**src/rtl/serial_subtractor.sv**
```systemverilog
// rtl/serial_subtractor.sv - bit-serial A - B, one bit per clock, LSB first

module full_subtractor (
    input  logic a,
    input  logic b,
    input  logic bin,
    output logic d,
    output logic bout
);

    assign d    = a ^ b ^ bin;
    assign bout = (~a & b) | (~(a ^ b) & bin);

endmodule

module serial_subtractor #(
    parameter int WIDTH = 8
) (
    input  logic             clk,
    input  logic             rst,
    input  logic             start,
    input  logic [WIDTH-1:0] a,
    input  logic [WIDTH-1:0] b,
    output logic             busy,
    output logic             done,
    output logic [WIDTH-1:0] diff,
    output logic             borrow,
    output logic             ovf
);

    localparam int CW = $clog2(WIDTH);
    localparam logic [CW-1:0] LAST = CW'(WIDTH - 1);

    typedef enum logic [1:0] {
        IDLE  = 2'd0,
        SHIFT = 2'd1,
        DONE  = 2'd2
    } state_t;

    state_t           state;
    logic [WIDTH-1:0] a_sh;
    logic [WIDTH-1:0] b_sh;
    logic [WIDTH-2:0] d_sh;
    logic [CW-1:0]    cnt;
    logic             br;
    logic             a_msb;
    logic             b_msb;

    logic             cell_d;
    logic             cell_bout;
    logic [WIDTH-1:0] d_next;

    full_subtractor u_cell (
        .a    (a_sh[0]),
        .b    (b_sh[0]),
        .bin  (br),
        .d    (cell_d),
        .bout (cell_bout)
    );

    // Result bits enter at the top so the LSB ends up at bit 0 after WIDTH shifts.
    assign d_next = {cell_d, d_sh};

    always_ff @(posedge clk) begin
        if (rst) begin
            state  <= IDLE;
            a_sh   <= '0;
            b_sh   <= '0;
            d_sh   <= '0;
            cnt    <= '0;
            br     <= 1'b0;
            a_msb  <= 1'b0;
            b_msb  <= 1'b0;
            diff   <= '0;
            borrow <= 1'b0;
            ovf    <= 1'b0;
        end else begin
            case (state)
                IDLE, DONE: begin
                    if (start) begin
                        a_sh  <= a;
                        b_sh  <= b;
                        cnt   <= '0;
                        br    <= 1'b0;
                        a_msb <= a[WIDTH-1];
                        b_msb <= b[WIDTH-1];
                        state <= SHIFT;
                    end else begin
                        state <= IDLE;
                    end
                end
                SHIFT: begin
                    d_sh <= d_next[WIDTH-1:1];
                    a_sh <= a_sh >> 1;
                    b_sh <= b_sh >> 1;
                    br   <= cell_bout;
                    cnt  <= cnt + CW'(1);
                    if (cnt == LAST) begin
                        diff   <= d_next;
                        borrow <= cell_bout;
                        ovf    <= (a_msb != b_msb) && (cell_d != a_msb);
                        state  <= DONE;
                    end
                end
                default: state <= IDLE;
            endcase
        end
    end

    assign busy = (state == SHIFT);
    assign done = (state == DONE);

endmodule

```
**config.mk**
```make
export PLATFORM = sky130hd
export DESIGN_NAME = serial_subtractor
export DESIGN_NICKNAME = d
export VERILOG_FILES = /design/src/rtl/serial_subtractor.sv
export SDC_FILE = /design/constraint.sdc
export NUM_CORES = 1
export LEC_CHECK = 0
export ABC_CLOCK_PERIOD_IN_PS = 2000
export CORE_ASPECT_RATIO = 0.5
export CORE_MARGIN = 5
export CORE_UTILIZATION = 50
export CTS_CLUSTER_SIZE = 24
export DETAILED_ROUTE_END_ITERATION = 10
export PLACE_DENSITY = 0.81
export SKIP_LAST_GASP = 1
export SYNTH_ARGS = -nofsm -noshare
export SYNTH_HDL_FRONTEND = slang
export SYNTH_SLANG_ARGS = --single-unit
```
**constraint.sdc**
```tcl
create_clock -name clk -period 2 [get_ports clk]
set_clock_uncertainty 0.1 [all_clocks]
set_input_delay 0.2 -clock clk [delete_from_list [all_inputs] [get_ports clk]]
set_output_delay 0.2 -clock clk [all_outputs]
set_load 0.02 [all_outputs]
```
==> metrics.yaml <==
yosysWarningCount: 0
pwr-share-seq_pct: 55.2
combPwrFrac_pct: 11.5
start_kind: "flip-flop"
rows: 14
peakVddDrop_mv: 0.444
rsz0062_at_grt: "no"
synth-edff-count: 0
p_sw_share_pct: 23.9
antenna_left: 0
power_switching_uw: 380
period_share_pct: 84.5
layout-drive-gt1-share_pct: 4.87
maxSlewViolCount: 0
total_leakage_power_uw: 0.000740
muxShareOfSynthArea_pct: 0
worstPathArrival_ns: 1.39
power.density_nw_per_um2: 792
crit_path_max_incr_delay_ns: 0.61
h-tree-depth: 2
critPathSlowestCell: "clkdlybuf4s50_1"
holdWs_ns: 0.352
status: "finished, final reports clean"
die_w_um: 91
synth_top_area_cell: "dfxtp_1"
tns_ns: 0
cts-root-buf: "clkbuf_8"
synth-compound-area-share_pct: 15.9
fillerInstances: 283
numCtsBuffers: 5
synth.most_common_cell: "nand2_1"
synth_top_area_share_pct: 50.0
antenna_found_initial: 0
ys_top_cells_by_area: "dfxtp_1 (50%), nand2_1 (15%), a311oi_1 (7.5%), a21oi_1 (7.0%), nor2_1 (4.3%)"
syn_nets: 224
synthXorXnorAreaFrac_pct: 0
first_iter_violations: 51
route.detailed.wl_per_inst_um: 11.8
start_util_pct: 53.5
cts_tree: "built"
synth_ff_type: "dfxtp_1"
grt.total_usage_pct: 13.8
cp_data_required_time_ns: 1.70
fmax_mhz: 592
drcViolationCount: 0
synth_commonest_cells: "nand2_1 (64), dfxtp_1 (41), a21oi_1 (23)"
n_antenna_cell: 0
dieHeight_um: 50.5
syn-cell-area_um2: 1640
vias: 1363
overflow: 0
ctsLongestPathBuffers: 2
syn-mean-instance-area_um2: 8.12
fin_util_pct: 65.6
cts_sinks: 41
max_slew_margin_pct: 71.0
nets: 248
routed_wl_um: 3130
ctsHoldBuffers: 0
place_congestion: 0.767
yosys_register_bits: 41
max_cap_viol_count: 0
crit_chain: "nor2b_1 > clkdlybuf4s50_1"
dieArea_um2: 4600
path_clk_slew_ns: 0.07
grt_max_degree: 43
p_int_uw: 1210
area_growth_pct: 22.6
synthAdderAreaFrac_pct: 2.75
viasPerCell: 5.12
ys_types: 22
synthSimpleGateAreaFrac_pct: 25.1
numPortBuffers: 30
dp.final_hpwl_um: 2090
worst_pin_slew_ns: 0.434
period_needed_ns: 1.69
syn_inst: 202
async_reset_ff_share_pct: 0
core_um2: 3070
worst_setup_path_end_kind: "primary output"
grt_pass1_wl_um: 5130
clock_latency_ns: 0.29
drtPass1Iterations: 4
path_class: "reg -> out"
final-setup-viol-count: 0
worstPathMaxFanout: 4
ys_seq_area_share_pct: 50.0
hold_viol: 0
ios: 31
grt_pass1_vias: 1174
clockPowerShare_pct: 33.4
synth_top_family_by_area: "simple AND/OR/NAND/NOR gates"
hp-class: "reg -> reg"
-- layer usage --
layer	vias up	routed length [um]	global-route usage [%]
met1	613	1490	16.2
met2	25	1420	23.4
met5	-	0	0
met3	6	160	4.63
li1	719	-	-
met4	0	59	5.85
-- power groups by stage --
stage | registers [uW] | clock network [uW] | logic, uW
6_report | 879 | 531 | 182
5_1_grt | 882 | 579 | 204
4_1_cts | 879 | 544 | 184
3_5_place_dp | 897 | 0 | 183
3_3_place_gp | 895 | 0 | 178
2_1_floorplan | 892 | 0 | 134
-- state kept, by name (all words and copies together) (netlist names) --
signal and count:
d_sh 7, ovf 1, state 2, borrow 1, cnt 3, b_msb 1, diff 8, br 1
b_sh 8, a_msb 1, a_sh 8
-- cells in the final DEF (no fill, tap or decap) --
cell,instances
nand2b_2,1
o21a_1,1
a21oi_1,23
nand3b_1,1
nor3_1,1
clkdlybuf4s50_1,29
fa_1,1
nand3_1,6
clkbuf_1,1
nor2_1,19
nand2b_1,3
inv_2,1
nor2b_1,2
nand2_1,64
dlymetal6s2s_1,1
ha_1,2
a211oi_1,2
and3b_1,2
clkbuf_8,6
a311oi_1,14
inv_1,2
dfxtp_1,41
buf_4,3
-- final cells by class --
type	instances	area [um^2]	area share (%)
flip-flops and latches	41	821	40.8
multi-input cells	142	717	35.7
repair buffers	33	325	16.2
clock buffers	7	86.3	4.29
well taps	40	50.0	2.49
inverters	3	11.3	0.560
-- critical path: cells and delay by family, from the launching register on --
family	cells	cell delay, ns
and+or+nand+nor	1	0.15
buffers and inverters	1	0.61
DFF	1	0.35
-- cells by family (layout without fill, tap and decap cells) --
| logic type | Yosys count | after routing |
|---|---|---|
| flip-flops | 41 | 41 |
| adder cells (fa/ha/maj) | 3 | 3 |
| buffers and inverters | 19 | 43 |
| AO/OA/AOI/OAI | 40 | 40 |
| AND/OR/NAND/NOR | 99 | 99 |
-- path summary, 6_finish.rpt --
kind	cells after the start	end	start	slack [ns]
max reg2reg	5	ovf	b_sh[0]	0.38
min	2	diff[7]	diff[7]	0.35
max	2	done	state[1]	0.31
min reg2reg	2	diff[7]	diff[7]	0.35
-- timing repair --
item,CTS,global route
setup buffers,0,0
hold endpoints to repair,0,0
resized for setup,0,1
endpoints found under the setup margin,0,1
-- per-stage QoR --
step / area [um^2] / setup WS (ns) / std cells / power [uW]
after floorplan: 1640 / 0.453 / 202 / 1030
after global placement: 1920 / 0.418 / 259 / 1070
after detailed placement: 1920 / 0.360 / 259 / 1080
after CTS: 2010 / 0.0860 / 266 / 1610
after global routing: 2010 / 0.228 / 266 / 1660
final: 2010 / 0.311 / 266 / 1590
(Power assumes the default switching activity.)
